File: src/rtl/coin_spawner.sv
// Frame-paced coin scheduler: launches one coin at a time into a pseudo-random lane,
// opens a collection window on in_position, and keeps the score and miss counters.
module coin_spawner #(
  parameter int unsigned SPAWN_GAP_FRAMES = 45,
  parameter int unsigned WINDOW_FRAMES    = 20,
  parameter int unsigned TRAVEL_TIMEOUT   = 64,
  parameter logic [7:0]  LFSR_SEED        = 8'hA5
) (
  input  logic        i_clk,
  input  logic        i_rst_n,
  input  logic        i_v_sync,
  input  logic        i_enable,
  input  logic [1:0]  i_player_lane,
  input  logic [2:0]  i_in_position,
  output logic [2:0]  o_active,
  output logic [1:0]  o_lane,
  output logic [15:0] o_score,
  output logic [7:0]  o_miss_count,
  output logic        o_collect_pulse,
  output logic        o_miss_pulse
);

  localparam int unsigned GAP_W  = (SPAWN_GAP_FRAMES > 1) ? $clog2(SPAWN_GAP_FRAMES) : 1;
  localparam int unsigned TRAV_W = (TRAVEL_TIMEOUT > 1) ? $clog2(TRAVEL_TIMEOUT) : 1;
  localparam int unsigned WIN_W  = (WINDOW_FRAMES > 1) ? $clog2(WINDOW_FRAMES) : 1;

  localparam logic [GAP_W-1:0]  GAP_LOAD  = GAP_W'(SPAWN_GAP_FRAMES - 1);
  localparam logic [TRAV_W-1:0] TRAV_LOAD = TRAV_W'(TRAVEL_TIMEOUT - 1);
  localparam logic [WIN_W-1:0]  WIN_LOAD  = WIN_W'(WINDOW_FRAMES - 1);

  typedef enum logic [1:0] {
    S_IDLE,
    S_GAP,
    S_LIVE,
    S_WINDOW
  } state_t;

  state_t state_q, state_d;

  logic vs_meta_q, vs_sync_q, vs_prev_q, tick_q;
  logic [7:0]        lfsr_q, lfsr_d;
  logic [GAP_W-1:0]  gap_q, gap_d;
  logic [TRAV_W-1:0] trav_q, trav_d;
  logic [WIN_W-1:0]  win_q, win_d;
  logic [1:0]        lane_q, lane_d;
  logic [2:0]        active_q, active_d;
  logic [15:0]       score_q, score_d;
  logic [7:0]        miss_q, miss_d;
  logic              cpulse_q, cpulse_d;
  logic              mpulse_q, mpulse_d;

  logic [1:0] lane_cand;
  logic       do_collect, do_miss;

  always_ff @(posedge i_clk) begin
    if (!i_rst_n) begin
      vs_meta_q <= 1'b0;
      vs_sync_q <= 1'b0;
      vs_prev_q <= 1'b0;
      tick_q    <= 1'b0;
      state_q   <= S_IDLE;
      lfsr_q    <= LFSR_SEED;
      gap_q     <= '0;
      trav_q    <= '0;
      win_q     <= '0;
      lane_q    <= 2'd0;
      active_q  <= 3'b000;
      score_q   <= 16'd0;
      miss_q    <= 8'd0;
      cpulse_q  <= 1'b0;
      mpulse_q  <= 1'b0;
    end else begin
      vs_meta_q <= i_v_sync;
      vs_sync_q <= vs_meta_q;
      vs_prev_q <= vs_sync_q;
      tick_q    <= vs_sync_q & ~vs_prev_q;
      state_q   <= state_d;
      lfsr_q    <= lfsr_d;
      gap_q     <= gap_d;
      trav_q    <= trav_d;
      win_q     <= win_d;
      lane_q    <= lane_d;
      active_q  <= active_d;
      score_q   <= score_d;
      miss_q    <= miss_d;
      cpulse_q  <= cpulse_d;
      mpulse_q  <= mpulse_d;
    end
  end

  always_comb begin
    state_d    = state_q;
    gap_d      = gap_q;
    trav_d     = trav_q;
    win_d      = win_q;
    lane_d     = lane_q;
    active_d   = active_q;
    score_d    = score_q;
    miss_d     = miss_q;
    cpulse_d   = 1'b0;
    mpulse_d   = 1'b0;
    do_collect = 1'b0;
    do_miss    = 1'b0;

    // The lane candidate is taken from the value after this tick's shift.
    lfsr_d    = tick_q ? {lfsr_q[6:0], lfsr_q[7] ^ lfsr_q[5] ^ lfsr_q[4] ^ lfsr_q[3]} : lfsr_q;
    lane_cand = (lfsr_d[1:0] == 2'd3) ? 2'd1 : lfsr_d[1:0];

    if (!i_enable) begin
      state_d  = S_IDLE;
      active_d = 3'b000;
    end else begin
      unique case (state_q)
        S_IDLE: begin
          state_d  = S_GAP;
          gap_d    = GAP_LOAD;
          active_d = 3'b000;
        end
        S_GAP: begin
          if (tick_q) begin
            if (gap_q == '0) begin
              lane_d   = lane_cand;
              active_d = 3'(3'b001 << lane_cand);
              trav_d   = TRAV_LOAD;
              state_d  = S_LIVE;
            end else begin
              gap_d = gap_q - GAP_W'(1);
            end
          end
        end
        S_LIVE: begin
          if (tick_q) begin
            if (i_in_position[lane_q]) begin
              win_d   = WIN_LOAD;
              state_d = S_WINDOW;
            end else if (trav_q == '0) begin
              do_miss = 1'b1;
            end else begin
              trav_d = trav_q - TRAV_W'(1);
            end
          end
        end
        S_WINDOW: begin
          if (tick_q) begin
            if (i_player_lane == lane_q) begin
              do_collect = 1'b1;
            end else if (win_q == '0) begin
              do_miss = 1'b1;
            end else begin
              win_d = win_q - WIN_W'(1);
            end
          end
        end
        default: state_d = S_IDLE;
      endcase
    end

    if (do_collect) begin
      score_d  = (score_q == 16'hFFFF) ? score_q : score_q + 16'd1;
      cpulse_d = 1'b1;
    end
    if (do_miss) begin
      miss_d   = (miss_q == 8'hFF) ? miss_q : miss_q + 8'd1;
      mpulse_d = 1'b1;
    end
    if (do_collect || do_miss) begin
      active_d = 3'b000;
      gap_d    = GAP_LOAD;
      state_d  = S_GAP;
    end
  end

  assign o_active        = active_q;
  assign o_lane          = lane_q;
  assign o_score         = score_q;
  assign o_miss_count    = miss_q;
  assign o_collect_pulse = cpulse_q;
  assign o_miss_pulse    = mpulse_q;

endmodule

File: config.mk
export PLATFORM = sky130hd
export DESIGN_NAME = coin_spawner
export DESIGN_NICKNAME = d
export VERILOG_FILES = /design/src/rtl/coin_spawner.sv
export SDC_FILE = /design/constraint.sdc
export NUM_CORES = 1
export LEC_CHECK = 0
export CAP_MARGIN = 20
export CELL_PAD_IN_SITES_DETAIL_PLACEMENT = 2
export CELL_PAD_IN_SITES_GLOBAL_PLACEMENT = 2
export CORE_MARGIN = 2
export CORE_UTILIZATION = 33
export CTS_CLUSTER_DIAMETER = 80
export DETAILED_ROUTE_END_ITERATION = 6
export HOLD_SLACK_MARGIN = 0.1
export PLACE_DENSITY_LB_ADDON = 0.1
export SYNTH_ARGS = -nofsm -noshare
export SYNTH_HDL_FRONTEND = slang
export SYNTH_SLANG_ARGS = --single-unit
export TNS_END_PERCENT = 1
File: constraint.sdc
create_clock -name i_clk -period 2.1 [get_ports i_clk]
set_input_delay 0.525 -clock i_clk [delete_from_list [all_inputs] [get_ports i_clk]]
set_output_delay 0.525 -clock i_clk [all_outputs]
set_load 0.02 [all_outputs]
==> run summary, run 1 <==
status -> finished with violations
failing checks -> setup timing
initial antenna violation count -> 0
Synth Register Bits -> 62
Final setup viols -> 14
mean cell area of the mapped netlist -> 8.52 um^2
Power Dens Cells -> 645 nW/um^2
Total Wirelength -> 10800 um
post-synthesis adder-cell area fraction -> 4.30%
Syn-to-layout area delta -> 37.7%
# IOs -> 40
fin nets -> 487
initial drt markers -> 55
hold buffers post-CTS -> 0
Multi-input gate area -> 1920 um^2
number of flops mapped to enable cells by yosys -> 0
largest net degree at the start of global routing -> 20
IO Port Bufs -> 39
CP startpoint kind -> flop
Top FF cell, synth -> dfxtp_1
Crit Path Class -> flop to flop
mux share of post-synthesis cell area -> 5.63%
H-tree depth -> 3
Post-Syn Area -> 3200 um^2
Synth Area in Simple Gates -> 27.5%
CP Data Required Time -> 2.39 ns
setup TNS -> -1.67 ns
Overall Global Routing Usage -> 20.4%
worst vdd ir -> 326 uV
clock period minus worst slack -> 2.30 ns
register area -> 1250 um^2
Worst Clk Skew -> 0.00941 ns
layout cells sized above 1 -> 22.7%
max_cap viols -> 0
CTS Buf Count -> 9
RSZ-0062 raised after global routing -> yes
Root Buffer -> clkbuf_8
Yosys warnings -> 0
pre-CTS setup slack -> -0.359 ns
Worst-Skew Late Latency -> 0.35 ns
Syn Nets -> 396
wire per inst -> 18.0 um
hold crit path type -> flop to flop
clk buf depth -> 2
ANT cells -> 0
CORE AREA -> 9330 um^2
initial core utilization -> 34.3%
clock transition at the registers of the reported paths -> 0.08 ns
clock tree from TritonCTS -> done
WP data arrival -> 2.59 ns
XOR/XNOR Fraction of Synth Area -> 3.56%
die height -> 103 um
Setup WS post-layout -> -0.201 ns
Die W -> 103 um
Max Clk Rate -> 435 MHz
Die ar. -> 10500 um^2
crit path capture type -> flop
synth unique cells -> 60
Final Hold Viols -> 0
Worst Tran Pin Value -> 0.374 ns
post-synthesis cell count -> 376
Post-DP HPWL -> 7390 um
relative slew slack -> 74.9%
Compound-Gate Fraction of Synth Area -> 16.3%
number of global-route vias before repair -> 3404
first-pass GRT wire length -> 16800 um
ANT nets after route -> 0
Rows -> 35
fraction of registers with async set/reset -> 0%
Final period util -> 110%
Pleak -> 1.61 nW
via density per instance -> 5.30
grt ovf -> 0
routability cong. -> 0.792
DRC -> 0
Post-Place Cell Area -> 4060 um^2
worst-path maximum fanout -> 5
Seq/Total Area, Yosys -> 38.8%
max-slew violations -> 0
vias -> 3188
drt pass-1 iters -> 4
Fill cells -> 1066
CTS Sinks -> 62
Final Cell Area -> 4410 um^2
Design Power -> 2.84 mW
largest family of logic cells by synthesized area -> simple AND/OR/NAND/NOR gates
==> flip-flops by register name, indices dropped and copies added (netlist names) <==
name	flops
o_miss_pulse	1
vs_meta_q	1
o_score	16
o_lane	2
tick_q	1
o_miss_count	8
trav_q	6
vs_sync_q	1
o_collect_pulse	1
o_active	3
win_q	5
lfsr_q	8
gap_q	6
vs_prev_q	1
state_q	2
==> timing repair <==
item,4_1_cts,5_1_grt
buffers inserted,0,6
pin swaps,1,5
gates resized for setup,3,26
endpoints found under the setup margin,5,23
==> cells in the final DEF, fill, tap and decap left out, types with 11 or more instances in the layout <==
master	count
mux2i_1	18
buf_4	55
inv_1	16
nor3_1	16
nand2_1	38
a21oi_1	17
clkdlybuf4s50_1	39
nand2b_1	11
nor2_1	37
dfxtp_1	58
==> cells by family after synthesis <==
group	count (synthesis)
muxes	18
xor gates and xnor gates	13
buffers and inverters	32
adders and majority gates	11
DFF	62
and+or+nand+nor	167
AOI/OAI and AO/OA	73
==> power by group <==
group / internal, mW / total (mW) / switching, mW
Clock: 0.586 / 1.12 / 0.534
Sequential: 1.20 / 1.24 / 0.0391
Combinational: 0.218 / 0.479 / 0.261
==> synth_stat cells (3+ instances only) <==
master | n | area, um^2
dfxtp_1 | 62 | 1240
nand2_1 | 38 | 143
nor2_1 | 37 | 139
a21oi_1 | 21 | 105
inv_1 | 18 | 67.6
mux2i_1 | 18 | 180
nor3_1 | 17 | 85.1
ha_1 | 11 | 138
nand2b_1 | 11 | 68.8
xnor2_1 | 11 | 96.3
nand3_1 | 10 | 50.1
o21ai_0 | 10 | 50.1
nor4_1 | 8 | 50.1
and3_1 | 6 | 37.5
buf_2 | 6 | 30.0
clkbuf_1 | 6 | 22.5
nand4_1 | 6 | 37.5
a311oi_1 | 5 | 43.8
and2_1 | 5 | 31.3
a31oi_1 | 4 | 25.0
a32o_1 | 4 | 40.0
nor2b_1 | 4 | 25.0
o31ai_1 | 4 | 30.0
or2_2 | 4 | 25.0
or3_1 | 4 | 25.0
a211oi_1 | 3 | 22.5
or4_1 | 3 | 22.5
==> metrics by stage <==
step | hold slack, ns | instances | util (%)
after floorplan | 0.367 | 376 | -
after global placement | 0.373 | 579 | 43.5
after detailed placement | 0.376 | 579 | 43.5
after CTS | 0.386 | 595 | 46.0
after global routing | 0.403 | 601 | 47.3
final | 0.384 | 601 | 47.3
==> worst max-delay path, stage by stage (launching register included) <==
cell and delay [ns]:
dfxtp_2 0.35, inv_2 0.07, ha_2 0.18, nand4bb_1 0.18, nor4_2 0.33, a21oi_1 0.14, buf_4 0.19, buf_4 0.16
buf_4 0.14, or3_1 0.38, a21oi_2 0.14
==> worst paths after layout <==
kind	from	endpoint	slack (ns)	cells past startpoint
worst min-delay path	vs_prev_q	tick_q	0.38	1
worst max-delay path	state_q[0]	o_miss_count[0]	-0.20	10
worst max register to register	state_q[0]	o_miss_count[0]	-0.20	10
worst min register to register	vs_prev_q	tick_q	0.38	1
==> routing by layer <==
| metal | global-route usage [%] | share of wire, % | up-vias |
|---|---|---|---|
| met3 | 3.86 | 1.9 | 17 |
| li1 | - | - | 1540 |
| met4 | 6.77 | 1.6 | 0 |
| met1 | 25.6 | 45 | 1591 |
| met5 | 0 | 0 | - |
| met2 | 35.4 | 52 | 40 |
==> final cells by class <==
cell class	instances	share of cell area, %
flip-flops and latches	62	28.3
well taps	129	3.66
inverters	18	1.53
multi-input cells	282	43.5
repair buffers	94	18.2
clock inverters	6	1.59
clock buffers	10	3.12
(Power assumes the default switching activity.)
==> run 2, diff against run 1 <==
--- a/config.mk
+++ b/config.mk
@@ -12,8 +12,9 @@
 export CORE_UTILIZATION = 33
 export CTS_CLUSTER_DIAMETER = 80
 export DETAILED_ROUTE_END_ITERATION = 6
-export HOLD_SLACK_MARGIN = 0.1
+export HOLD_SLACK_MARGIN = 0.03
 export PLACE_DENSITY_LB_ADDON = 0.1
+export SETUP_SLACK_MARGIN = 0.02
 export SYNTH_ARGS = -nofsm -noshare
 export SYNTH_HDL_FRONTEND = slang
 export SYNTH_SLANG_ARGS = --single-unit
==> run 2 against run 1 <==
  * The run still ends with setup timing left
  * Die area is the same
  * Clock skew increased by 0.00088 ns
  * Combinational power grew 4.2%
  * Worst hold slack improved by 0.0019 ns
  * Register-to-register slack improved by 0.17 ns
  * Sequential power about the same
  * Via count is 1.4% higher
  * Cell count is 0.50% higher
  * Non-clock buffer count increased by 3
  * First-iteration DRC count fell by 16%
  * Largest power group unchanged
  * Highest routed layer unchanged
==> run summary, run 2 (synthesis gave the netlist of run 1 again) <==
Total Wirelength -> 11300 um (+4.2%)
largest net degree at the start of global routing -> 20 (unchanged)
hold crit path type -> flop to flop
Crit Path Class -> flop to flop
clk buf depth -> 2 (unchanged)
Final Cell Area -> 4510 um^2 (+2.4%)
initial drt markers -> 46 (-16%)
clock tree from TritonCTS -> done
crit path capture type -> flop
ANT cells -> 0 (unchanged)
setup TNS -> -0.0530 ns (+1.62 ns)
CP startpoint kind -> flop
worst vdd ir -> 321 uV (-1.5%)
grt ovf -> 0 (unchanged)
commonest cells after routing, fill and taps aside -> dfxtp_1, buf_4, clkdlybuf4s50_1
CORE AREA -> 9330 um^2 (unchanged)
met3 wire len -> 195 um (-3.5%)
fin nets -> 490 (+0.62%)
Rows -> 35 (unchanged)
flip-flop count of the largest register after layout -> 16 (unchanged)
Max Clk Rate -> 470 MHz (+8.2%)
Worst Clk Skew -> 0.0103 ns (+0.000882 ns)
# IOs -> 40 (unchanged)
Post-DP HPWL -> 7390 um (unchanged)
delay of the slowest critical-path stage -> 0.37 ns (about the same)
status -> finished with violations
wire per inst -> 18.6 um (+3.7%)
Die ar. -> 10500 um^2 (unchanged)
Power Dens Cells -> 636 nW/um^2 (-1.4%)
Die W -> 103 um (unchanged)
drt pass-1 iters -> 4 (unchanged)
H-tree depth -> 3 (unchanged)
Pleak -> 1.65 nW (+2.3%)
hold buffers post-CTS -> 0 (unchanged)
Worst Tran Pin Value -> 0.417 ns (+0.0425 ns)
DRC -> 0 (unchanged)
Overall Global Routing Usage -> 20.4% (unchanged)
Setup WS post-layout -> -0.0267 ns (+0.175 ns)
Syn-to-layout area delta -> 40.9%
leading cell type in the layout, fill and taps excluded -> dfxtp_1
initial core utilization -> 34.3% (unchanged)
Cell Chain, Critical Path -> inv_4, ha_4, nand4bb_1, nor4_2, a21oi_2, buf_6, buf_6, buf_4, or3_4, a21oi_2
number of global-route vias before repair -> 3404 (unchanged)
ANT nets after route -> 0 (unchanged)
CTS Buf Count -> 9 (unchanged)
Post-Place Cell Area -> 4060 um^2 (unchanged)
max_cap viols -> 0 (unchanged)
WL met1 -> 4870 um (+0.60%)
Buffers & Inverters on Critical Path -> 4 (unchanged)
vias -> 3232 (+1.4%)
failing checks -> setup timing
clock transition at the registers of the reported paths -> 0.08 ns (about the same)
IO Port Bufs -> 39 (unchanged)
CTS Sinks -> 62 (unchanged)
critical path's slowest cell -> dfxtp_4
RSZ-0062 raised after global routing -> yes
layout cells sized above 1 -> 25.3% (+2.6 points)
Met2 Routed Length -> 5970 um (+7.0%)
CP Data Required Time -> 2.39 ns (about the same)
worst-path maximum fanout -> 5 (unchanged)
Worst-Skew Late Latency -> 0.35 ns (about the same)
WP data arrival -> 2.42 ns (-0.17 ns)
max-slew violations -> 0 (unchanged)
die height -> 103 um (unchanged)
Final period util -> 101% (-8.3 points)
Top Layer Used -> met4
Root Buffer -> clkbuf_8
first-pass GRT wire length -> 16800 um (unchanged)
Final Hold Viols -> 0 (unchanged)
Final setup viols -> 2 (-12)
relative slew slack -> 72.1% (-2.9 points)
routability cong. -> 0.792 (unchanged)
initial antenna violation count -> 0 (unchanged)
clock period minus worst slack -> 2.13 ns (-0.175 ns)
Top Family by Delay on Critical Path -> simple AND/OR/NAND/NOR gates
via density per instance -> 5.35 (+0.88%)
Fill cells -> 1050 (-1.5%)
## run 2: cell type report
cell class                 count  area [um^2]  share of cell area, %
clock buffer                  10          138                   3.05
clock inverter                 6         70.1                   1.55
inverter                      18         72.6                   1.61
multi-input combinational    282         1980                   44.0
sequential                    62         1250                   27.8
tap                          129          161                   3.58
timing repair buffer          97          833                   18.5
## run 2: what timing repair did
action / 4_1_cts / 5_1_grt
setup endpoints to repair: 5 / 29
pin swaps: 1 / 9
cloned: 0 / 0
buffers inserted: 0 / 9
resized for setup: 3 / 44
## run 2: path summary, 6_finish.rpt
path	slack (ns)	startpoint	end	depth (start not counted)
setup reg to reg	-0.03	state_q[0]	o_miss_count[0]	10
setup / recovery	-0.03	state_q[0]	o_miss_count[0]	10
hold / removal	0.39	vs_prev_q	tick_q	1
hold reg to reg	0.39	vs_prev_q	tick_q	1
## run 2: power breakdown
part           leakage, nW  switching, mW  internal [mW]  total (mW)
clock network       0.0951          0.538          0.586        1.12
registers            0.505         0.0406           1.20        1.24
logic                 1.05          0.274          0.225       0.499
## run 2: per-stage QoR
step                      util, %  hold WS [ns]  std cells  setup WS [ns]  power [mW]
after floorplan                 -         0.367        376          0.279        1.51
after global placement       43.5         0.373        579         -0.268        1.68
after detailed placement     43.5         0.376        579         -0.359        1.70
after CTS                    46.0         0.386        595        -0.0191        2.83
after global routing         48.4         0.403        604        -0.0925        3.00
final                        48.4         0.386        604        -0.0267        2.87
## run 2: layer usage
| metal | track usage, % | up-vias |
|---|---|---|
| li1 | - | 1547 |
| met5 | 0 | - |
| met4 | 6.77 | 0 |
| met3 | 3.86 | 15 |
| met2 | 35.4 | 40 |
| met1 | 25.6 | 1630 |
